<file path="src/rtl/ram_arbiter_if.sv">
// Bundle shared by the arbiter: fetch port, data port and the single-port RAM pins.
// slave = arbiter side, master = requesters plus RAM side.
interface ram_arbiter_if;
  logic        if_req;
  logic [15:0] if_addr;
  logic        if_ack;
  logic        if_valid;
  logic [15:0] if_rdata;

  logic        d_req;
  logic        d_we;
  logic [15:0] d_addr;
  logic [15:0] d_wdata;
  logic        d_ack;
  logic        d_valid;
  logic [15:0] d_rdata;

  logic        err;

  logic        ram_read;
  logic        ram_write;
  logic [15:0] ram_address;
  logic [15:0] ram_data_in;
  logic [15:0] ram_data_out;

  modport slave (
    input  if_req, if_addr, d_req, d_we, d_addr, d_wdata, ram_data_out,
    output if_ack, if_valid, if_rdata, d_ack, d_valid, d_rdata, err,
           ram_read, ram_write, ram_address, ram_data_in
  );

  modport master (
    output if_req, if_addr, d_req, d_we, d_addr, d_wdata, ram_data_out,
    input  if_ack, if_valid, if_rdata, d_ack, d_valid, d_rdata, err,
           ram_read, ram_write, ram_address, ram_data_in
  );
endinterface

</file>
<file path="src/rtl/ram_arbiter.sv">
// Shares one synchronous-read RAM between the fetch port and the data port,
// serialising requests and trapping out-of-range addresses before the RAM.
//
// state | meaning
// IDLE  | waiting for a request; grants, acks and launches the RAM command
// CMD   | RAM strobe high; writes finish here, reads move on
// RESP  | RAM presenting read data; captured into owner's rdata on exit
module ram_arbiter #(
  parameter bit FIXED_PRIO = 1'b0,
  parameter int MEM_DEPTH  = 255
) (
  input  logic          clk,
  input  logic          rst_n,
  ram_arbiter_if.slave  bus
);

  typedef enum logic [1:0] {IDLE, CMD, RESP} state_t;

  localparam logic        PORT_I  = 1'b0;
  localparam logic        PORT_D  = 1'b1;
  localparam logic [16:0] DEPTH_W = 17'(MEM_DEPTH);

  state_t      state;
  logic        owner;
  logic        last_grant;
  logic        trap;
  logic        is_write;

  logic        any_req;
  logic        grant_d;
  logic        sel_we;
  logic        oor;
  logic [15:0] sel_addr;

  always_comb begin
    any_req  = bus.if_req || bus.d_req;
    // D wins a tie under fixed priority, or when fetch was granted last
    grant_d  = bus.d_req && (!bus.if_req || FIXED_PRIO || (last_grant == PORT_I));
    sel_addr = grant_d ? bus.d_addr : bus.if_addr;
    sel_we   = grant_d && bus.d_we;
    oor      = {1'b0, sel_addr} >= DEPTH_W;
  end

  always_ff @(posedge clk or negedge rst_n) begin
    if (!rst_n) begin
      state           <= IDLE;
      owner           <= PORT_I;
      last_grant      <= PORT_I;
      trap            <= 1'b0;
      is_write        <= 1'b0;
      bus.if_ack      <= 1'b0;
      bus.if_valid    <= 1'b0;
      bus.if_rdata    <= 16'h0000;
      bus.d_ack       <= 1'b0;
      bus.d_valid     <= 1'b0;
      bus.d_rdata     <= 16'h0000;
      bus.err         <= 1'b0;
      bus.ram_read    <= 1'b0;
      bus.ram_write   <= 1'b0;
      bus.ram_address <= 16'h0000;
      bus.ram_data_in <= 16'h0000;
    end else begin
      bus.if_ack      <= 1'b0;
      bus.d_ack       <= 1'b0;
      bus.if_valid    <= 1'b0;
      bus.d_valid     <= 1'b0;
      bus.err         <= 1'b0;
      bus.ram_read    <= 1'b0;
      bus.ram_write   <= 1'b0;
      bus.ram_address <= 16'h0000;
      bus.ram_data_in <= 16'h0000;

      case (state)
        IDLE: begin
          if (any_req) begin
            owner           <= grant_d;
            last_grant      <= grant_d;
            trap            <= oor;
            is_write        <= sel_we;
            bus.d_ack       <= grant_d;
            bus.if_ack      <= !grant_d;
            bus.err         <= oor;
            bus.ram_read    <= !sel_we && !oor;
            bus.ram_write   <= sel_we && !oor;
            bus.ram_address <= {8'h00, sel_addr[7:0]};
            bus.ram_data_in <= (sel_we && !oor) ? bus.d_wdata : 16'h0000;
            state           <= CMD;
          end
        end
        CMD: begin
          state <= is_write ? IDLE : RESP;
        end
        RESP: begin
          if (owner == PORT_D) begin
            bus.d_valid <= 1'b1;
            bus.d_rdata <= trap ? 16'h0000 : bus.ram_data_out;
          end else begin
            bus.if_valid <= 1'b1;
            bus.if_rdata <= trap ? 16'h0000 : bus.ram_data_out;
          end
          state <= IDLE;
        end
        default: state <= IDLE;
      endcase
    end
  end

endmodule

</file>
<file path="src/flat_wrapper.sv">
// flat-port wrapper written by rule: the top's interface ports become plain ports
module ram_arbiter_flat 
#(
  parameter bit FIXED_PRIO = 1'b0,
  parameter int MEM_DEPTH  = 255
)
  (clk, rst_n, bus_if_req, bus_if_addr, bus_d_req, bus_d_we, bus_d_addr, bus_d_wdata, bus_ram_data_out, bus_if_ack, bus_if_valid, bus_if_rdata, bus_d_ack, bus_d_valid, bus_d_rdata, bus_err, bus_ram_read, bus_ram_write, bus_ram_address, bus_ram_data_in);
  ram_arbiter_if bus_i ();
  input  logic clk;
  input  logic rst_n;
  input wire logic [$bits(bus_i.if_req)-1:0] bus_if_req;
  input wire logic [$bits(bus_i.if_addr)-1:0] bus_if_addr;
  input wire logic [$bits(bus_i.d_req)-1:0] bus_d_req;
  input wire logic [$bits(bus_i.d_we)-1:0] bus_d_we;
  input wire logic [$bits(bus_i.d_addr)-1:0] bus_d_addr;
  input wire logic [$bits(bus_i.d_wdata)-1:0] bus_d_wdata;
  input wire logic [$bits(bus_i.ram_data_out)-1:0] bus_ram_data_out;
  output wire logic [$bits(bus_i.if_ack)-1:0] bus_if_ack;
  output wire logic [$bits(bus_i.if_valid)-1:0] bus_if_valid;
  output wire logic [$bits(bus_i.if_rdata)-1:0] bus_if_rdata;
  output wire logic [$bits(bus_i.d_ack)-1:0] bus_d_ack;
  output wire logic [$bits(bus_i.d_valid)-1:0] bus_d_valid;
  output wire logic [$bits(bus_i.d_rdata)-1:0] bus_d_rdata;
  output wire logic [$bits(bus_i.err)-1:0] bus_err;
  output wire logic [$bits(bus_i.ram_read)-1:0] bus_ram_read;
  output wire logic [$bits(bus_i.ram_write)-1:0] bus_ram_write;
  output wire logic [$bits(bus_i.ram_address)-1:0] bus_ram_address;
  output wire logic [$bits(bus_i.ram_data_in)-1:0] bus_ram_data_in;
  assign bus_i.if_req = bus_if_req;
  assign bus_i.if_addr = bus_if_addr;
  assign bus_i.d_req = bus_d_req;
  assign bus_i.d_we = bus_d_we;
  assign bus_i.d_addr = bus_d_addr;
  assign bus_i.d_wdata = bus_d_wdata;
  assign bus_i.ram_data_out = bus_ram_data_out;
  assign bus_if_ack = bus_i.if_ack;
  assign bus_if_valid = bus_i.if_valid;
  assign bus_if_rdata = bus_i.if_rdata;
  assign bus_d_ack = bus_i.d_ack;
  assign bus_d_valid = bus_i.d_valid;
  assign bus_d_rdata = bus_i.d_rdata;
  assign bus_err = bus_i.err;
  assign bus_ram_read = bus_i.ram_read;
  assign bus_ram_write = bus_i.ram_write;
  assign bus_ram_address = bus_i.ram_address;
  assign bus_ram_data_in = bus_i.ram_data_in;
  ram_arbiter #(.FIXED_PRIO(FIXED_PRIO), .MEM_DEPTH(MEM_DEPTH)) u_core (.clk(clk), .rst_n(rst_n), .bus(bus_i));
endmodule
</file>
<file path="config.mk">
export PLATFORM = sky130hd
export DESIGN_NAME = ram_arbiter_flat
export DESIGN_NICKNAME = d
export VERILOG_FILES = /design/src/rtl/ram_arbiter_if.sv /design/src/rtl/ram_arbiter.sv /design/src/flat_wrapper.sv
export SDC_FILE = /design/constraint.sdc
export NUM_CORES = 1
export LEC_CHECK = 0
export ABC_AREA = 1
export BUFFER_PORTS_ARGS = -buffer_cell sky130_fd_sc_hd__clkbuf_2
export CAP_MARGIN = 10
export CORE_AREA = 8 8 108 80
export CTS_CLUSTER_SIZE = 20
export DETAILED_ROUTE_END_ITERATION = 16
export DIE_AREA = 0 0 116 88
export PLACE_DENSITY = 0.75
export SETUP_SLACK_MARGIN = 0.4
export SLEW_MARGIN = 20
export SYNTH_ARGS = -nofsm -noshare
export SYNTH_HDL_FRONTEND = slang
export SYNTH_SLANG_ARGS = --single-unit
</file>
<file path="constraint.sdc">
create_clock -name clk -period 1.3 [get_ports clk]
set_input_delay 0.325 -clock clk [delete_from_list [all_inputs] [get_ports clk]]
set_output_delay 0.325 -clock clk [all_outputs]
set_load 0.1 [all_outputs]
</file>
=== Yosys cells after proc, flatten, opt, wreduce, memory -nomap -nowiden ===
Cells that the tools add are included.

* Word-level logic and storage cells: 58
* Bits in registers: 76
* Input bits: 69

* Bitwise operators: 1
* Multiplexer cells: 24
* Eq/ne operators: 3
* Order comparisons: 1
* Reductions and logical operators: 14

{| class="wikitable"
|+ Operators by type and width
! cell !! count
|-
| 16-bit two-way mux || 6
|-
| 16-bit by 8-bit >= comparator with 1-bit output (second input constant) || 1
|-
| 1-bit two-way mux || 14
|-
| 8-bit two-way mux || 1
|-
| 2-bit AND reduction || 3
|-
| 1-bit logical AND || 4
|-
| 1-bit logical NOT || 4
|-
| 2-bit two-way mux || 2
|-
| 2-bit one-hot mux with 2 select lines || 1
|-
| 2-bit by 1-bit == test with 1-bit output (second input constant) || 1
|-
| 2-bit == test (second input constant) || 1
|-
| 2-bit logical NOT || 1
|-
| 1-bit logical OR || 2
|-
| 2-bit by 1-bit != test with 1-bit output (second input constant) || 1
|-
| 1-bit NOT || 1
|}

=== Logic depth before layout (Yosys ltp) ===
Gate-level depths: netlist of the first run.

* Depth after elaboration: 10
* Gate-level depth with buffers: 11
* Depth with buffers taken out: 10

=== Worst setup path after synthesis of the first run ===
No wires, ideal clock.

* Path type: register to register
* Start point: register u_core.state[0]
* End point: register u_core.bus.if_rdata[10]
* Period minus slack after synthesis: 1.464 ns
* Setup time: 0.125 ns
* Arrival: 1.339 ns
* Stages on the path, launching flop included: 6
* Path buffers: 1
* Setup slack: -0.164 ns
* Cells stage by stage: dfrtp_1 inv_1 nand2_1 nor2_2 buf_2 mux2_2

* Cells in the longest elaborated chain, start to end: 2

{| class="wikitable"
|+ Ends and longest elaborated chain
! item !! RTL line !! RTL
|-
| start, declared || ram_arbiter.sv:23 || <nowiki>state_t state;</nowiki>
|-
| start signal, assigned || ram_arbiter.sv:91 || <nowiki>state <= is_write ? IDLE : RESP;</nowiki>
|-
| 2-bit == test || ram_arbiter.sv:73 || <nowiki>case (state)</nowiki>
|-
| 2-bit AND reduction (no source line) || -- ||
|-
| end signal, assigned || ram_arbiter.sv:99 || <nowiki>bus.if_rdata <= trap ? 16'h0000 : bus.ram_data_out;</nowiki>
|-
| end, declared || ram_arbiter_if.sv:28 || <nowiki>output if_ack, if_valid, if_rdata, d_ack, d_valid, d_rdata, err,</nowiki>
|}

Every way passes these cells.
A chain may end at the register's enable or synchronous reset.

==> key figures, run 1 <==
Setup path
  – Worst EP arrival: 1.70 ns
  – Crit-path max cell delay: 0.42 ns
  – Slowest cell on crit path: dfrtp_1
  – Max FO, Critical Path: 17
  – WS Path Type: register to register
  – Worst Path Required: 1.52 ns
  – CP cell instances: nand2_4, buf_12, nand3_2, nand2_1, nand2_1, nor2_1, nand2_1, nand3_2, buf_12, nor2_1
  – Worst Setup Start Kind: register
  – Most frequent CP cell: nand2_1
  – Critical path capture point type: register

CTS
  – Clk sinks: 68
  – Clock root cell: clkbuf_8
  – Max Root-Sink Buffers: 2
  – Num CTS Buffers: 9
  – # hold bufs at CTS: 0
  – Number of H-tree levels: 3
  – CTS tree: done
  – Clk_lat worst skew: 0.33 ns
  – CTS clk-pin slew, worst paths: 0.07 ns

Placed design
  – Post-detail-place hpwl: 6.47 mm
  – IO Port Bufs: 131
  – Final weighted congestion in routability-driven placement: 0.825
  – Dpl cells: 504

Logic synthesis
  – Share of the synthesized area in the top cell type: 61.2%
  – Synth area leader: dfrtp_1
  – Synth warn: 0
  – Synth Cell Area: 2780 um2
  – Mapped Cells: 257
  – Synth unique cells: 22
  – Avg Cell Area, Syn: 10.8 um2
  – Area contributors post-synth: dfrtp_1, mux2_2, nor2_1
  – #FFs+latches synth: 68
  – Register area share after synthesis: 61.2%

Finish
  – Final #Nets: 504
  – Layout cells sized above 1: 70.5%
  – Commonest non-fill, non-tap cells in the layout: buf_12, clkbuf_2, dfrtp_4
  – Layout area overhead: 99.5%
  – Most common cell after layout, fill and taps aside: buf_12
  – Post-route core utilization: 79.0%
  – Post-Layout Cell Count: 538
  – N_diodes: 0

Worst hold path
  – Hold crit path type: primary input to async pin

Floorplanning
  – Core area: 7030 um2
  – Ports: 140
  – Die area: 10200 um2
  – # rows: 26
  – Initial Util: 39.6%
  – Die Height: 88 um
  – Chip width: 116 um

STA
  – F_max: 0.674 GHz
  – Final hold vios: 0
  – Slew Limit Fails: 0
  – Unrepaired setup endpoints after global routing: true
  – Worst Skew: 0.00740 ns
  – Final period util: 114%
  – Period minus WS final: 1.48 ns
  – Final worst slack: -0.183 ns
  – Setup TNS: -7.83 ns
  – Hold WS: 0.0108 ns
  – # setup viols final: 99

Global route
  – Met2 Use GR: 30.6%
  – Largest net degree at the start of global routing: 69
  – GR Util met1: 18.6%
  – Global routing's busiest layer: met2
  – Number of global-route vias before repair: 2770
  – GRT met3 Usage: 7.16%
  – Initial antenna violation count: 0
  – Gr usage total: 17.3%
  – Total gr overflow: 0
  – First-pass GRT wire length: 13.6 mm

Drt
  – DR pass1 iterations: 4
  – DRT iter0 DRCs: 67
  – DRT antenna net count: 0
  – Drt via density: 4.46
  – Routed WL per cell: 16.2 um
  – DR vias: 2399
  – Routed WL: 8.74 mm
  – Remaining DRCs: 0

Power and ir drop
  – Power Density: 2510 nW/um2
  – Clock power share: 13.3%
  – Sequential power share: 25.9%
  – Combinational share of power: 60.8%
  – Leakage: 2.67 nW
  – VDD IR max: 1550 uV
  – Total Power: 13.9 mW
  – Switching part of the total: 46.6%
  – Net Switching: 6.49 mW
  – Int Power: 7.45 mW

Outcome
  – Failing checks: negative setup slack
  – Status: complete, but fails checks

Flow run
  – MaxCap Viol Count: 0
==> worst max-delay path: cells and delay by family, from the launching register on <==
| family | cells | cell delay (ns) |
|---|---|---|
| DFF | 1 | 0.42 |
| buffers and inverters | 2 | 0.28 |
| and+or+nand+nor | 8 | 0.65 |
==> final timing paths <==
kind	cells after the start	slack, ns	endpoint	start
min in group clk	3	0.18	u_core.bus.ram_data_in[3]$_DFF_PN0_	bus_d_wdata[3]
setup / recovery	10	-0.18	u_core.bus.ram_data_in[13]$_DFF_PN0_	u_core.owner$_DFFE_PN0P_
max in group asynchronous	2	0.97	u_core.bus.ram_data_in[0]$_DFF_PN0_	rst_n
setup reg to reg	10	-0.18	u_core.bus.ram_data_in[13]$_DFF_PN0_	u_core.owner$_DFFE_PN0P_
hold / removal	2	0.01	u_core.bus.d_rdata[0]$_DFFE_PN0P_	rst_n
hold reg to reg	1	0.44	u_core.state[1]$_DFFE_PN0P_	u_core.is_write$_DFFE_PN0P_
==> area by class of cell <==
type / count / area [um2]
inverters: 38 / 150
multi-input cells: 142 / 1080
flip-flops and latches: 68 / 1910
repair buffers: 176 / 2080
fillers: 433 / 1480
well taps: 98 / 123
clock inverters: 5 / 77.6
clock buffers: 11 / 131
==> power by group through the flow <==
| stage | Clock [mW] | Sequential, mW | Combinational (mW) |
|---|---|---|---|
| 2_1_floorplan | 0 | 6.94 | 1.42 |
| 3_3_place_gp | 0 | 3.62 | 7.67 |
| 3_5_place_dp | 0 | 3.66 | 7.79 |
| 4_1_cts | 1.90 | 3.61 | 8.26 |
| 5_1_grt | 1.99 | 3.68 | 8.75 |
| 6_report | 1.86 | 3.61 | 8.47 |
==> routing by layer <==
metal | part of all wire (%) | vias to the layer above
met5 | 0 | -
met4 | 1.1 | 0
met3 | 9.4 | 13
met2 | 51 | 110
met1 | 39 | 1140
li1 | - | 1136
==> stage by stage <==
step	setup slack, ns	cell area, um2
global placement	-0.140	5010
finish	-0.183	5550
detailed placement	-0.232	5010
CTS	-0.173	5460
floorplan	-0.151	3150
global route	-0.307	5550
==> sequential cells by signal, indices dropped and copies added, names as in the netlist, 2 cells and up <==
| register | cells |
|---|---|
| u_core.bus.if_rdata | 16 |
| u_core.bus.ram_address | 8 |
| u_core.bus.ram_data_in | 16 |
| u_core.state | 2 |
| u_core.bus.d_rdata | 16 |
==> cell usage after synthesis <==
library cell	instances
a21oi_1	9
buf_2	1
buf_4	10
buf_6	2
clkbuf_1	3
conb_1	1
dfrtp_1	68
inv_1	38
mux2_2	32
mux2i_1	1
nand2_1	25
nand2_2	1
nand2_4	2
nand3_1	8
nand3_2	1
nand4_1	2
nor2_1	44
nor2_2	3
nor3_1	2
o21a_1	1
o21ai_0	2
o21bai_1	1
==> repair_timing <==
action / 4_1_cts / 5_1_grt
resized for setup: 30 / 19
setup buffers: 12 / 4
hold endpoints to repair: 0 / 0
pin swaps: 5 / 2
cloned: 2 / 0
setup endpoints to repair: 129 / 129
==> logic make-up (layout without fill, tap and decap cells) <==
kind of cell           Yosys count  after routing  synth area share (%)
AO/OA/AOI/OAI                   13             13                  2.52
buffers and inverters           54            230                  9.22
flip-flops                      68             68                  61.2
multiplexers                    33             33                  13.3
other                            1              8                 0.135
AND/OR/NAND/NOR                 88             88                  13.6
Note: power is estimated with default switching activity, not from simulation.
==> run 2, diff against run 1 <==
Settings changed: PLACE_DENSITY 0.75 to default, PLACE_DENSITY_LB_ADDON from default to 0.25, RECOVER_POWER from default to 50.
==> run 2 against run 1 <==
  * The run still ends with negative setup slack left
  * Setup slack worse by 0.056 ns
  * Routed wire length shrank 0.66%
  * Register-to-register slack lost 0.06 ns
  * Clock skew fell by 0.0033 ns
  * Critical path type unchanged
  * Utilization shrank 0.45 points
  * Largest power group unchanged
  * Critical endpoint is now u_core.bus.ram_data_in[3]$_DFF_PN0_
==> key figures, run 2 (synthesis results as in run 1) <==
Outcome
  – Status: complete, but fails checks
  – Failing checks: negative setup slack

Finish
  – Biggest regs: u_core.bus.d_rdata: 16 flops, u_core.bus.if_rdata: 16 flops, u_core.bus.ram_data_in: 16 flops
  – Post-Layout Cell Count: 533 (-0.93%)
  – Final #Nets: 499 (-0.99%)
  – N_diodes: 0 (unchanged)
  – Layout cells sized above 1: 72.4% (+2.0 points)
  – Commonest non-fill, non-tap cells in the layout: buf_12, clkbuf_2, dfrtp_4
  – Post-route core utilization: 78.5% (-0.45 points)
  – Layout area overhead: 98.4%
  – Most common cell after layout, fill and taps aside: buf_12
  – FILL cells: 427 (-1.4%)

CTS
  – CTS clk-pin slew, worst paths: 0.07 ns (about the same)
  – Max Root-Sink Buffers: 2 (unchanged)
  – CTS tree: done
  – Clk_lat worst skew: 0.33 ns (about the same)
  – Clk sinks: 68 (unchanged)
  – Clock root cell: clkbuf_8
  – Num CTS Buffers: 9 (unchanged)
  – Number of H-tree levels: 3 (unchanged)

Drt
  – Drt via density: 4.49 (+0.77%)
  – DR vias: 2395 (-0.17%)
  – Routed WL: 8.68 mm (-0.66%)
  – DR pass1 iterations: 4 (unchanged)
  – DRT iter0 DRCs: 72 (+7.5%)
  – Routed WL per cell: 16.3 um (+0.27%)
  – Remaining DRCs: 0 (unchanged)
  – DRT antenna net count: 0 (unchanged)

STA
  – Unrepaired setup endpoints after global routing: true
  – # setup viols final: 107 (+8.1%)
  – Final period util: 118% (+4.3 points)
  – Period minus WS final: 1.54 ns (+0.0557 ns)
  – Slew @ Worst Pin: 0.922 ns
  – Final hold vios: 0 (unchanged)
  – Worst Skew: 0.00408 ns (-0.00332 ns)
  – F_max: 0.650 GHz (-3.6%)
  – Worst slew margin: 38.5%
  – Slew Limit Fails: 0 (unchanged)
  – Final worst slack: -0.239 ns (-0.0557 ns)

Floorplanning
  – # rows: 26 (unchanged)
  – Chip width: 116 um (unchanged)
  – Ports: 140 (unchanged)
  – Core area: 7030 um2 (unchanged)
  – Die Height: 88 um (unchanged)
  – Die area: 10200 um2 (unchanged)
  – Initial Util: 39.6% (unchanged)

Placed design
  – Post-detail-place hpwl: 6.08 mm (-6.0%)
  – Final weighted congestion in routability-driven placement: 0.810 (-1.8%)
  – IO Port Bufs: 131 (unchanged)
  – Dpl cells: 497 (-1.4%)

Worst hold path
  – Hold crit path type: primary input to register

Setup path
  – Critical path capture point type: register
  – Worst Setup Start Kind: register
  – CP cell instances: nand2_8, buf_6, nand3_2, nand2_1, nand2_2, nor2_2, nand2_2, nand3_4, clkbuf_16, nor2_1
  – WS Path Type: register to register
  – Worst EP arrival: 1.77 ns (+0.07 ns)
  – Most frequent CP cell: nand2_2
  – Max FO, Critical Path: 8 (-9)
  – Slowest cell on crit path: dfrtp_2
  – Worst Path Required: 1.53 ns (about the same)
  – Crit-path max cell delay: 0.47 ns (+0.05 ns)

Flow run
  – MaxCap Viol Count: 0 (unchanged)

Global route
  – Initial antenna violation count: 0 (unchanged)
  – Number of global-route vias before repair: 2719 (-1.8%)
  – Gr usage total: 17.0% (-0.21 points)
  – First-pass GRT wire length: 13.3 mm (-2.0%)
  – Largest net degree at the start of global routing: 69 (unchanged)
  – Total gr overflow: 0 (unchanged)

Power and ir drop
  – Leakage: 2.63 nW (-1.7%)
  – Net Switching: 6.49 mW (about the same)
  – Combinational share of power: 61.7% (+0.9 points)
  – Power Density: 2480 nW/um2 (-1.3%)
  – Sequential power share: 26.3% (+0.4 points)
  – Clock power share: 12.0% (-1.3 points)
  – VDD IR max: 1250 uV (-20%)
  – Int Power: 7.18 mW (-3.6%)
  – Switching part of the total: 47.5% (+0.92 points)
-- run 2: cell types whose count changed in the layout (fill, tap and decap cells not counted), sizes merged --
| cell | previous run | this run |
|---|---|---|
| buf | 109 | 101 |
| nand2 | 28 | 30 |
| clkbuf | 78 | 79 |
| clkinv | 2 | 3 |
| bufinv | 2 | 1 |
-- run 2: final timing paths --
| kind | startpoint | end | depth (start not counted) | slack, ns |
|---|---|---|---|---|
| worst max register to register | u_core.owner$_DFFE_PN0P_ | u_core.bus.ram_data_in[3]$_DFF_PN0_ | 10 | -0.24 |
| worst min-delay path | bus_d_wdata[1] | u_core.bus.ram_data_in[1]$_DFF_PN0_ | 3 | 0.16 |
| min in group asynchronous | rst_n | u_core.bus.d_rdata[12]$_DFFE_PN0P_ | 2 | 0.23 |
| worst max-delay path | u_core.owner$_DFFE_PN0P_ | u_core.bus.ram_data_in[3]$_DFF_PN0_ | 10 | -0.24 |
| worst min register to register | u_core.is_write$_DFFE_PN0P_ | u_core.state[1]$_DFFE_PN0P_ | 1 | 0.46 |
| max in group asynchronous | rst_n | u_core.bus.ram_data_in[5]$_DFF_PN0_ | 2 | 0.37 |
-- run 2: timing repair --
item	4_1_cts	5_1_grt
gates resized for setup	14	42
gates cloned	3	2
hold buffers	0	0
buffers inserted	9	6
pin swaps	3	10
setup endpoints to repair	129	130
-- run 2: through the flow --
stage	hold slack [ns]	TNS, ns	cell area, um2	power (mW)	setup WS (ns)
global route	0.144	-13.82	5520	14.2	-0.329
global placement	0.372	-3.20	4920	11.2	-0.140
CTS	0.000773	-7.22	5280	13.5	-0.174
floorplan	0.0294	-2.49	3150	8.36	-0.151
finish	0.164	-8.75	5520	13.7	-0.239
detailed placement	0.373	-5.64	4920	11.4	-0.230
-- run 2: routing by layer --
| layer | global-route usage, % | up-vias | share of wire, % |
|---|---|---|---|
| met2 | 28.7 | 102 | 50 |
| met1 | 18.8 | 1155 | 40 |
| met4 | 3.63 | 0 | 0.73 |
| met3 | 8.95 | 6 | 9.8 |
| met5 | 0 | - | 0 |
| li1 | - | 1132 | - |
-- run 2: power groups by stage --
| stage | Clock [mW] | Sequential (mW) | Combinational, mW |
|---|---|---|---|
| finish | 1.64 | 3.60 | 8.44 |
| global route | 1.80 | 3.68 | 8.72 |
| CTS | 1.72 | 3.59 | 8.15 |
| detailed placement | 0 | 3.63 | 7.73 |
| global placement | 0 | 3.59 | 7.63 |
| floorplan | 0 | 6.94 | 1.42 |
-- run 2: critical path, delay by kind of cell, from the launching register on --
kind,cells,cell delay (ns)
buffers and inverters,2,0.29
and+or+nand+nor,8,0.68
DFF,1,0.47
-- run 2: cell type report --
type / count / area, um2 / area share [%]
clock buffers: 11 / 131 / 2.38
clock inverters: 5 / 52.6 / 0.952
inverters: 38 / 143 / 2.59
multi-input cells: 144 / 1120 / 20.4
flip-flops and latches: 68 / 1910 / 34.6
well taps: 98 / 123 / 2.22
repair buffers: 169 / 2030 / 36.9
